$ cat src/rtl/vospi_frame_ctrl.sv
// vospi_frame_ctrl: captures one VoSPI frame (or free-runs) into a byte-addressed frame buffer.
// Optional watchdog/ABORT path is built only when VOSPI_FRAME_CTRL_TIMEOUT_EN is defined.
module vospi_frame_ctrl #(
    parameter int line_bytes_p     = 160,
    parameter int frame_packets_p  = 60,
    parameter int timeout_cycles_p = 1000000,
    localparam int frame_bytes_lp  = line_bytes_p * frame_packets_p,
    localparam int aw_lp           = $clog2(frame_bytes_lp),
    localparam int lw_lp           = $clog2(frame_packets_p)
) (
    input  logic             clk_i,
    input  logic             reset_ni,
    input  logic             capture_i,
    input  logic             continuous_i,
    output logic             vospi_start_o,
    input  logic             vospi_valid_i,
    input  logic [7:0]       vospi_data_i,
    output logic             wr_en_o,
    output logic [aw_lp-1:0] wr_addr_o,
    output logic [7:0]       wr_data_o,
    output logic [lw_lp-1:0] line_o,
    output logic             frame_done_o,
    output logic             busy_o,
    output logic             timeout_o,
    output logic [15:0]      frame_count_o
);
    localparam int cw_lp = line_bytes_p > 1 ? $clog2(line_bytes_p) : 1;

    typedef enum logic [1:0] {IDLE, START, CAPTURE, ABORT} state_t;

    state_t             state_q, state_d;
    logic [aw_lp-1:0]   byte_cnt;
    logic [cw_lp-1:0]   col_cnt;
    logic [lw_lp-1:0]   line_cnt;
    logic               accept, last, launch;

    assign launch = state_q == IDLE && capture_i;
    assign accept = state_q == CAPTURE && vospi_valid_i;
    assign last   = accept && byte_cnt == aw_lp'(frame_bytes_lp - 1);

`ifdef VOSPI_FRAME_CTRL_TIMEOUT_EN
    localparam int tw_lp = $clog2(timeout_cycles_p + 1);
    logic [tw_lp-1:0] wd_cnt;
    logic             expire;
    // a byte arriving on the expiry cycle takes priority over the abort
    assign expire = state_q == CAPTURE && !vospi_valid_i && wd_cnt == tw_lp'(timeout_cycles_p - 1);
`else
    // watchdog compiled out; the parameter only keeps the interface stable
    assign timeout_o = timeout_cycles_p < 0;
`endif

    always_comb begin
        state_d = state_q;
        case (state_q)
            IDLE:    state_d = capture_i ? START : IDLE;
            START:   state_d = CAPTURE;
            CAPTURE: begin
                if (last) state_d = continuous_i ? CAPTURE : IDLE;
`ifdef VOSPI_FRAME_CTRL_TIMEOUT_EN
                else if (expire) state_d = ABORT;
`endif
            end
            ABORT:   state_d = IDLE;
            default: state_d = IDLE;
        endcase
    end

    always_ff @(posedge clk_i or negedge reset_ni) begin
        if (!reset_ni) begin
            state_q       <= IDLE;
            byte_cnt      <= '0;
            col_cnt       <= '0;
            line_cnt      <= '0;
            vospi_start_o <= 1'b0;
            wr_en_o       <= 1'b0;
            wr_addr_o     <= '0;
            wr_data_o     <= '0;
            line_o        <= '0;
            frame_done_o  <= 1'b0;
            busy_o        <= 1'b0;
            frame_count_o <= '0;
        end else begin
            state_q       <= state_d;
            vospi_start_o <= state_d == START;
            busy_o        <= state_d != IDLE;
            wr_en_o       <= accept;
            frame_done_o  <= last;
            if (launch) begin
                byte_cnt <= '0;
                col_cnt  <= '0;
                line_cnt <= '0;
                line_o   <= '0;
            end else if (accept) begin
                wr_addr_o <= byte_cnt;
                wr_data_o <= vospi_data_i;
                line_o    <= line_cnt;
                if (last) begin
                    byte_cnt      <= '0;
                    col_cnt       <= '0;
                    line_cnt      <= '0;
                    frame_count_o <= frame_count_o + 16'd1;
                end else begin
                    byte_cnt <= byte_cnt + 1'b1;
                    col_cnt  <= col_cnt == cw_lp'(line_bytes_p - 1) ? '0 : col_cnt + 1'b1;
                    line_cnt <= col_cnt == cw_lp'(line_bytes_p - 1) ? line_cnt + 1'b1 : line_cnt;
                end
            end
        end
    end

`ifdef VOSPI_FRAME_CTRL_TIMEOUT_EN
    always_ff @(posedge clk_i or negedge reset_ni) begin
        if (!reset_ni) begin
            wd_cnt    <= '0;
            timeout_o <= 1'b0;
        end else begin
            if (launch || state_q == START || accept) wd_cnt <= '0;
            else if (state_q == CAPTURE) wd_cnt <= wd_cnt + 1'b1;
            if (state_d == ABORT) timeout_o <= 1'b1;
            else if (launch) timeout_o <= 1'b0;
        end
    end
`endif
endmodule

$ cat config.mk
export PLATFORM = sky130hd
export DESIGN_NAME = vospi_frame_ctrl
export DESIGN_NICKNAME = d
export VERILOG_FILES = /design/src/rtl/vospi_frame_ctrl.sv
export SDC_FILE = /design/constraint.sdc
export NUM_CORES = 1
export LEC_CHECK = 0
export ABC_AREA = 1
export BUFFER_PORTS_ARGS = -buffer_cell sky130_fd_sc_hd__buf_2
export CORE_MARGIN = 3
export CORE_UTILIZATION = 40
export DETAILED_ROUTE_END_ITERATION = 7
export PLACE_DENSITY = 0.68
export SETUP_SLACK_MARGIN = 0.02
export SYNTH_ARGS = -nofsm -noshare
export SYNTH_HDL_FRONTEND = slang
export SYNTH_SLANG_ARGS = --single-unit
$ cat constraint.sdc
create_clock -name clk_i -period 1.48 [get_ports clk_i]
set_input_delay 0.148 -clock clk_i [delete_from_list [all_inputs] [get_ports clk_i]]
set_output_delay 0.148 -clock clk_i [all_outputs]
set_load 0.01 [all_outputs]
==> flow_summary_export.csv, run 1 <==
group,metric,value,unit
outcome,outcome,"completed",
global_routing,grt_antenna_before_repair,0,
setup_path,worstPathArrival,1.72,ns
global_routing,grt_use_total,0.168,
worst_hold_path,hold_path.class,"in -> reg",
drt,drtPass1Iterations,4,
drt,final_antenna_net_count,0,
floorplan,dieWidth,104,µm
power,internal_power,3.71,mW
setup_path,critical_path_class,"reg -> reg",
cts,numCtsBuffers,9,
yosys,synth_mux_area_frac,0,
sta,tns,0,ns
cts,clk_transition_reported_paths,0.08,ns
setup_path,cp-start-kind,"flip-flop",
cts,cts_root_buf,"clkbuf_8",
place,place_congestion,0.846,
global_routing,grt_pass1_vias,3284,
drt,viasPerCell,4.77,
power,vdd_drop_max,0.682,mV
setup_path,crit_path_end_kind,"flip-flop",
power,p_leak,2.65,nW
yosys,synth_area,3860,µm²
power,combPwrFrac,0.204,
cells_and_area,final_common_cell,"nand2_1",
yosys,async_reset_ff_frac,1.00,
cts,clockBufferDepth,2,
power,power_density,1050,nW/µm²
yosys,syn-mean-instance-area,8.29,µm²
setup_path,crit_path_cell_trace,"ha_4 -> nand3_4 -> nor2_4 -> inv_2 -> nor2_4 -> nor2_4 -> o21ai_0 -> nor2_1",
floorplan,initial_core_util,0.414,
cells_and_area,mostFrequentLayoutCells,"nand2_1 (153), dfrtp_1 (72), buf_2 (59)",
cells_and_area,syn2layout_area_growth,31.9,%
cells_and_area,multiInputGateArea,1780,µm²
yosys,syn-num-nets,483,
sta,period_share,0.998,
global_routing,grt_max_degree,79,
sta,clock_skew,0.0106,ns
global_routing,grt_pass1_wl,15100,µm
setup_path,slowest_stage,"dfrtp_1",
floorplan,core,9330,µm²
yosys,synth_compound_area_frac,0.0499,
sta,hold_ws,0.0508,ns
yosys,ys.flop_type,"dfrtp_1",
place,placed_area,4490,µm²
drt,drc,0,
cells_and_area,nets,605,
drt,routed_wl,9200,µm
cells_and_area,stdcell_area,5090,µm²
yosys,synth-edff-count,0,
cts,cts_tree,"built",
sta,finalSetupViolCount,0,
sta,hold_viol,0,
cts,cts.sinks,78,
cells_and_area,regArea,1960,µm²
global_routing,grt.overflow.total,0,
yosys,synthSimpleGateAreaFrac,0.312,
place,hpwl,6350,µm
sta,rsz0062_at_grt,"true",
drt,routed-via-count,3444,
floorplan,std_cell_rows,35,
sta,drv_slew,0,
cts,clk_latency,0.35,ns
setup_path,critical_path_peak_fanout,7,
place,io_buffers,60,
yosys,synth_xor_area_frac,0.0499,
setup_path,max_stage_delay,0.40,ns
cells_and_area,layout-drive-gt1-share,0.319,
sta,setup_ws,0.00338,ns
place,dp_slack,-0.0239,ns
sta,achievable-frequency,677,MHz
setup_path,cp_data_required_time,1.72,ns
sta,period_needed,1.48,ns
yosys,ys_ff_latch,78,
yosys,synth_top_family_by_area,"simple AND/OR/NAND/NOR gates",
yosys,netlist_instances,466,
cells_and_area,postLayoutCoreUtil,0.546,
cells_and_area,nFillCells,844,
power,clkPwrFrac,0.298,
job,max_cap_violations,0,
place,dp_cells,675,
yosys,synthDistinctLibCells,33,
floorplan,io_pins,62,
yosys,synth-adder-area-share,0.0130,
floorplan,die_h,104,µm
yosys,yosysWarnings,0,
drt,drtIter0Drc,214,
cells_and_area,layout.cells.non_filler,722,
power,swShare,0.308,
yosys,yosysSeqAreaShare,0.506,
cts,h-tree-depth,3,
power,total_power,5.36,mW
drt,wl_per_cell,12.7,µm
floorplan,die_area,10900,µm²
power,power.share.sequential,0.498,
setup_path,crit_path_frequent_cell,"nor2_4",
cells_and_area,num_antenna_cells,0,
power,p_switching,1.65,mW
-- synthesized netlist by cell type (2+ instances only) --
cell / n / area, µm²
nor2_4: 5 / 56.3
nor3_2: 2 / 20.0
inv_1: 40 / 150
dfrtp_1: 78 / 1950
nor3_1: 8 / 40.0
nand2_1: 158 / 593
buf_6: 3 / 33.8
nand3_4: 2 / 35.0
buf_2: 2 / 10.0
o21ai_0: 21 / 105
o22ai_1: 2 / 12.5
nand3_1: 22 / 110
a21oi_1: 6 / 30.0
a22o_1: 2 / 17.5
nand2_2: 5 / 31.3
buf_4: 4 / 30.0
nor2_2: 2 / 12.5
xor2_1: 17 / 149
inv_2: 8 / 30.0
ha_1: 4 / 50.1
nor2_1: 46 / 173
xnor2_1: 5 / 43.8
clkbuf_1: 2 / 7.51
nand3_2: 5 / 50.1
nand4_1: 9 / 56.3
-- final timing paths --
check	start	to	slack, ns	cells past startpoint
min in group asynchronous	reset_ni	wr_data_o[5]$_DFFE_PN0P_	0.35	3
worst min-delay path	continuous_i	state_q[1]$_DFF_PN0_	0.05	3
max in group asynchronous	reset_ni	byte_cnt[5]$_DFFE_PN0P_	0.77	3
worst max register to register	byte_cnt[0]$_DFFE_PN0P_	byte_cnt[10]$_DFFE_PN0P_	0.003	8
worst max-delay path	byte_cnt[0]$_DFFE_PN0P_	byte_cnt[10]$_DFFE_PN0P_	0.003	8
worst min register to register	line_o[4]$_DFFE_PN0P_	line_o[4]$_DFFE_PN0P_	0.48	2
-- state kept, by name (all words and copies together) (netlist names) --
name	count
frame_count_o	16
byte_cnt	14
wr_addr_o	14
col_cnt	8
wr_data_o	8
line_cnt	6
line_o	6
state_q	2
busy_o	1
frame_done_o	1
vospi_start_o	1
wr_en_o	1
-- worst max-delay path: cells and delay by family, from the launching register on --
kind	cells	cell delay, ns
AOI/OAI and AO/OA	1	0.09
adders and majority gates	1	0.17
buffers and inverters	1	0.06
DFF	1	0.40
and+or+nand+nor	5	0.67
-- layout make-up --
type                    instances  area share
clock inverters                 6      0.0138
multi-input cells             329       0.349
repair buffers                121       0.158
flip-flops and latches         78       0.385
clock buffers                  10      0.0251
well taps                     129      0.0317
inverters                      49      0.0381
-- routing by layer --
layer,vias up,global-route usage,share of wire
met3,7,0.0397,0.047
met4,0,0.0294,0.0056
met5,-,0,0
li1,1709,-,-
met1,1633,0.205,0.43
met2,95,0.306,0.52
-- logic make-up after synthesis --
logic type,after synthesis
simple gates,266
flops,78
buf+inv,60
compound gates,35
xor+xnor,22
fa+ha+maj,4
other cells,1
-- power by group through the flow --
stage | logic, mW | clock network [mW] | registers (mW)
after floorplan | 0.516 | 0 | 2.69
after global placement | 0.920 | 0 | 2.67
after detailed placement | 0.950 | 0 | 2.69
after CTS | 1.00 | 1.64 | 2.65
after global routing | 1.23 | 1.73 | 2.71
final | 1.10 | 1.60 | 2.67
-- timing repair --
action                                 in CTS  in global routing
cloned                                      0                  1
pin swaps                                   4                 18
endpoints found under the hold margin      86                  0
resized for setup                           8                 38
hold buffers                                9                  0
buffers inserted                            5                 16
setup endpoints to repair                  28                 48
Power figures use the tool's default switching activity.
==> inputs of run 2 (changes only) <==
- CTS_CLUSTER_SIZE: unset -> 24
- MAX_ROUTING_LAYER: unset -> met4
==> flow_summary_export.csv, run 2 (same netlist as run 1, synthesis figures left out) <==
group,metric,value,unit
outcome,outcome,"completed",
global_routing,met3_usage,0.0397,
drt,routed-via-count,3425,
setup_path,r2r-start,"byte_cnt[0]$_DFFE_PN0P_",
power,vdd_drop_max,0.689,mV
setup_path,r2r_cells,8,
floorplan,die_h,104,µm
setup_path,crit_path_end_kind,"flip-flop",
worst_hold_path,min_from,"continuous_i",
cells_and_area,final_common_cell,"nand2_1",
global_routing,grtUsageMet2,0.308,
setup_path,worstPathArrival,1.72,ns
cts,numCtsBuffers,9,
cts,cts.sinks,78,
floorplan,die_area,10900,µm²
global_routing,busiest_layer,"met2",
floorplan,std_cell_rows,35,
drt,drtPass1Iterations,4,
worst_hold_path,hold_depth,3,
cts,cts_root_buf,"clkbuf_8",
power,total_power,5.36,mW
cts,h-tree-depth,3,
place,hpwl,6350,µm
sta,period_needed,1.47,ns
cells_and_area,mostFrequentLayoutCells,"nand2_1 (153), dfrtp_1 (72), buf_2 (59)",
cells_and_area,reg_top3,"frame_count_o x16, byte_cnt x14, wr_addr_o x14",
sta,achievable-frequency,679,MHz
sta,period_share,0.996,
global_routing,grt_pass1_wl,15100,µm
power,p_leak,2.62,nW
cells_and_area,max_flop_register,"frame_count_o",
power,power_density,1060,nW/µm²
setup_path,cp_data_required_time,1.73,ns
sta,finalSetupViolCount,0,
sta,drv_slew,0,
place,io_buffers,60,
floorplan,io_pins,62,
global_routing,grt_use_total,0.173,
setup_path,rr_endpoint,"byte_cnt[9]$_DFFE_PN0P_",
power,internal_power,3.70,mW
drt,wl_per_cell,12.8,µm
global_routing,grt_pass1_vias,3288,
floorplan,initial_core_util,0.414,
worst_hold_path,hold_path.class,"in -> reg",
cts,clockBufferDepth,2,
setup_path,critical_path_class,"reg -> reg",
cells_and_area,postLayoutCoreUtil,0.542,
power,swShare,0.310,
cells_and_area,largest_reg_flops,16,
drt,routed_wl,9150,µm
cts,cts_tree,"built",
drt,final_antenna_net_count,0,
cells_and_area,layout-drive-gt1-share,0.313,
place,place_congestion,0.859,
cts,clk_transition_reported_paths,0.09,ns
setup_path,r2r_setup_slack,0.006,ns
cells_and_area,num_antenna_cells,0,
sta,hold_viol,0,
global_routing,gr-usage-met1,0.202,
setup_path,cp-start-kind,"flip-flop",
worst_hold_path,hold_end,"state_q[1]$_DFF_PN0_",
floorplan,core,9330,µm²
drt,drtIter0Drc,142,
floorplan,dieWidth,104,µm
sta,rsz0062_at_grt,"true",
cells_and_area,nets,600,
sta,clock_skew,0.0106,ns
power,p_switching,1.66,mW
drt,drc,0,
drt,viasPerCell,4.78,
place,placed_area,4490,µm²
global_routing,grt_antenna_before_repair,0,
global_routing,grt.overflow.total,0,
setup_path,critical_path_peak_fanout,7,
power,power.share.sequential,0.498,
cts,clk_latency,0.35,ns
power,combPwrFrac,0.202,
cells_and_area,stdcell_area,5050,µm²
global_routing,grt_max_degree,79,
cells_and_area,syn2layout_area_growth,30.8,%
power,clkPwrFrac,0.300,
job,max_cap_violations,0,
==> run 2: cell types whose count changed in the layout (fill, tap and decap cells not counted), sizes merged <==
cell	delta
nand2	-1
buf	-4
==> run 2: worst max-delay path, stage by stage (launching register included) <==
cell      delay (ns)
dfrtp_1         0.40
ha_4            0.17
nand3_4         0.12
nor2_4          0.15
inv_2           0.06
nor2_4          0.22
nor2_4          0.11
clkinv_4        0.10
nor2_1          0.06
==> run 2: worst max-delay path by stage <==
stage                                 start                      endpoint  slack (ns)
detailed placement     state_q[0]$_DFF_PN0_        col_cnt[4]$_DFFE_PN0P_       -0.02
global route        byte_cnt[0]$_DFFE_PN0P_       line_cnt[2]$_DFFE_PN0P_       -0.10
floorplan           byte_cnt[0]$_DFFE_PN0P_  frame_count_o[4]$_DFFE_PN0P_        0.03
CTS                    state_q[0]$_DFF_PN0_        col_cnt[3]$_DFFE_PN0P_        0.02
finish              byte_cnt[0]$_DFFE_PN0P_       byte_cnt[9]$_DFFE_PN0P_       0.006
global placement    byte_cnt[0]$_DFFE_PN0P_        col_cnt[5]$_DFFE_PN0P_        0.01
==> run 2: area by class of cell <==
cell class | instances | area (µm²)
fill | 851 | 4280
sequential | 78 | 1960
multi-input combinational | 328 | 1770
clock buffer | 10 | 128
timing repair buffer | 117 | 773
clock inverter | 6 | 70.1
tap | 129 | 161
inverter | 49 | 194
==> run 2: per-stage QoR <==
| stage | TNS, ns | setup slack (ns) | hold WS, ns | std cells |
|---|---|---|---|---|
| detailed placement | -0.190 | -0.0239 | 0.208 | 675 |
| global route | -1.70 | -0.102 | 0.0492 | 717 |
| global placement | 0 | 0.0137 | 0.204 | 675 |
| floorplan | 0 | 0.0347 | -0.148 | 466 |
| CTS | 0 | 0.0199 | 0.0426 | 705 |
| finish | 0 | 0.00644 | 0.0532 | 717 |
==> run 2: power groups by stage <==
stage	Combinational, mW	Sequential (mW)	Clock (mW)
after CTS	1.00	2.65	1.64
after floorplan	0.516	2.69	0
final	1.08	2.67	1.61
after global routing	1.22	2.71	1.73
after detailed placement	0.950	2.69	0
after global placement	0.920	2.67	0
==> run 2: timing repair <==
action / 4_1_cts / 5_1_grt
endpoints found under the setup margin: 28 / 48
buffers inserted: 5 / 12
hold buffers: 9 / 0
hold endpoints to repair: 86 / 0
pin swaps: 4 / 18
gates resized for setup: 8 / 36
==> run 2: routing by layer <==
layer | up-vias | routed length (µm)
met5 | - | 0
met4 | 0 | 95
met3 | 10 | 422
met2 | 77 | 4630
met1 | 1641 | 4000
li1 | 1697 | -
==> inputs of run 3 (changes only) <==
- RECOVER_POWER: unset -> 50
==> flow_summary_export.csv, run 3 (same netlist as run 1, synthesis figures left out) <==
group,metric,value,unit
drt,wl_met3,358,µm
setup_path,crit_path_frequent_cell,"nor2_4",
power,p_leak,2.59,nW
power,internal_power,3.69,mW
cts,numCtsBuffers,9,
setup_path,rr_endpoint,"byte_cnt[9]$_DFFE_PN0P_",
sta,tightest_slew,0.985,ns
setup_path,worstPathArrival,1.72,ns
cells_and_area,largest_reg_flops,16,
power,vdd_drop_max,0.685,mV
setup_path,r2r-start,"byte_cnt[0]$_DFFE_PN0P_",
cells_and_area,nets,600,
place,dp_slack,-0.0239,ns
sta,clock_skew,0.00985,ns
sta,period_share,0.997,
global_routing,grt_pass1_wl,15100,µm
sta,slew_headroom,0.343,
drt,dr.max_layer_used,"met4",
cells_and_area,multiInputGateArea,1770,µm²
sta,hold_viol,0,
cells_and_area,reg_top3,"frame_count_o x16, byte_cnt x14, wr_addr_o x14",
power,swShare,0.311,
power,combPwrFrac,0.201,
cts,clk_latency,0.35,ns
drt,drtIter0Drc,200,
global_routing,grt_use_total,0.173,
drt,drc,0,
sta,setup_ws,0.00483,ns
global_routing,grt_pass1_vias,3288,
worst_hold_path,hold_path.class,"in -> reg",
power,power_density,1070,nW/µm²
sta,drv_slew,0,
drt,routed_wl,9140,µm
sta,period_needed,1.48,ns
cts,clk_transition_reported_paths,0.09,ns
drt,route.met2.wl,4670,µm
drt,routed-via-count,3396,
cells_and_area,syn2layout_area_growth,30.2,%
cts,h-tree-depth,3,
floorplan,die_area,10900,µm²
power,total_power,5.36,mW
setup_path,crit_path_cell_trace,"ha_4 -> nand3_4 -> nor2_4 -> inv_2 -> nor2_4 -> nor2_4 -> clkinv_4 -> nor2_1",
place,io_buffers,60,
cells_and_area,final_common_cell,"nand2_1",
cells_and_area,regArea,1960,µm²
power,clkPwrFrac,0.301,
cts,cts_tree,"built",
cells_and_area,max_flop_register,"frame_count_o",
floorplan,io_pins,62,
sta,achievable-frequency,678,MHz
cts,clockBufferDepth,2,
setup_path,crit_path_end_kind,"flip-flop",
cells_and_area,layout-drive-gt1-share,0.299,
job,max_cap_violations,0,
global_routing,grt_antenna_before_repair,0,
setup_path,r2r_setup_slack,0.005,ns
power,power.share.sequential,0.498,
drt,wl_met1,4040,µm
floorplan,core,9330,µm²
setup_path,max_stage_delay,0.40,ns
cts,cts.sinks,78,
power,p_switching,1.66,mW
place,hpwl,6350,µm
setup_path,slowest_stage,"dfrtp_1",
floorplan,die_h,104,µm
global_routing,grt_max_degree,79,
drt,final_antenna_net_count,0,
drt,viasPerCell,4.74,
drt,wl_per_cell,12.7,µm
global_routing,grt.overflow.total,0,
sta,finalSetupViolCount,0,
setup_path,critical_path_class,"reg -> reg",
floorplan,dieWidth,104,µm
setup_path,critical_path_peak_fanout,7,
setup_path,r2r_cells,8,
cells_and_area,mostFrequentLayoutCells,"nand2_1 (153), dfrtp_1 (72), buf_2 (51)",
outcome,outcome,"completed",
cts,cts_root_buf,"clkbuf_8",
sta,rsz0062_at_grt,"true",
setup_path,endpoint,"byte_cnt[9]$_DFFE_PN0P_",
drt,drtPass1Iterations,4,
cells_and_area,num_antenna_cells,0,
cells_and_area,nFillCells,857,
setup_path,cp_data_required_time,1.73,ns
setup_path,crit_path_start,"byte_cnt[0]$_DFFE_PN0P_",
setup_path,cp-start-kind,"flip-flop",
place,place_congestion,0.859,
floorplan,std_cell_rows,35,
floorplan,initial_core_util,0.414,
-- run 3: cell types whose count changed in the layout (fill, tap and decap cells not counted), sizes merged --
cell,delta
buf,-9
clkbuf,+9
-- run 3: worst min path at each step --
stage          slack [ns]  cells past startpoint                        to         start
2_1_floorplan       -0.15                      0          busy_o$_DFF_PN0_      reset_ni
3_3_place_gp         0.20                      2  wr_data_o[5]$_DFFE_PN0P_      reset_ni
6_report             0.05                      3      state_q[1]$_DFF_PN0_  continuous_i
4_1_cts              0.04                      3      state_q[1]$_DFF_PN0_  continuous_i
5_1_grt              0.05                      3      state_q[1]$_DFF_PN0_  continuous_i
3_5_place_dp         0.21                      2  wr_data_o[6]$_DFFE_PN0P_      reset_ni
-- run 3: stage by stage --
step / hold WS, ns / instances / TNS [ns] / util / area (µm²)
finish: 0.0505 / 717 / 0 / 0.539 / 5030
global route: 0.0492 / 717 / -1.73 / 0.539 / 5030
CTS: 0.0426 / 705 / 0 / 0.521 / 4860
detailed placement: 0.208 / 675 / -0.190 / 0.481 / 4490
global placement: 0.204 / 675 / 0 / 0.481 / 4490
floorplan: -0.148 / 466 / 0 / - / 3860
-- run 3: worst max-delay path, delay by kind of cell, from the launching register on --
family	cells	cell delay, ns
adder cells (fa/ha/maj)	1	0.17
AND/OR/NAND/NOR	5	0.66
buffers and inverters	2	0.16
flip-flops	1	0.40
-- run 3: metal layers --
metal / global-route usage / vias up
li1: - / 1699
met5: - / -
met2: 0.308 / 68
met3: 0.0397 / 8
met4: 0.0294 / 0
met1: 0.202 / 1621
-- run 3: repair_timing --
action / 4_1_cts / 5_1_grt
resized for setup: 8 / 36
pin swaps: 4 / 18
endpoints found under the hold margin: 86 / 0
cloned: 0 / 0
hold buffers: 9 / 0
setup buffers: 5 / 12
setup endpoints to repair: 28 / 48
-- run 3: layout make-up --
| cell class | count | area share |
|---|---|---|
| clock buffer | 10 | 0.0254 |
| timing repair buffer | 117 | 0.149 |
| sequential | 78 | 0.390 |
| tap | 129 | 0.0321 |
| clock inverter | 6 | 0.0139 |
| inverter | 49 | 0.0386 |
| multi-input combinational | 328 | 0.351 |
-- run 3: power by group through the flow --
stage / sequential [mW] / clock, mW / combinational, mW
global placement: 2.67 / 0 / 0.920
floorplan: 2.69 / 0 / 0.516
CTS: 2.65 / 1.64 / 1.00
global route: 2.71 / 1.73 / 1.21
finish: 2.67 / 1.61 / 1.08
detailed placement: 2.69 / 0 / 0.950
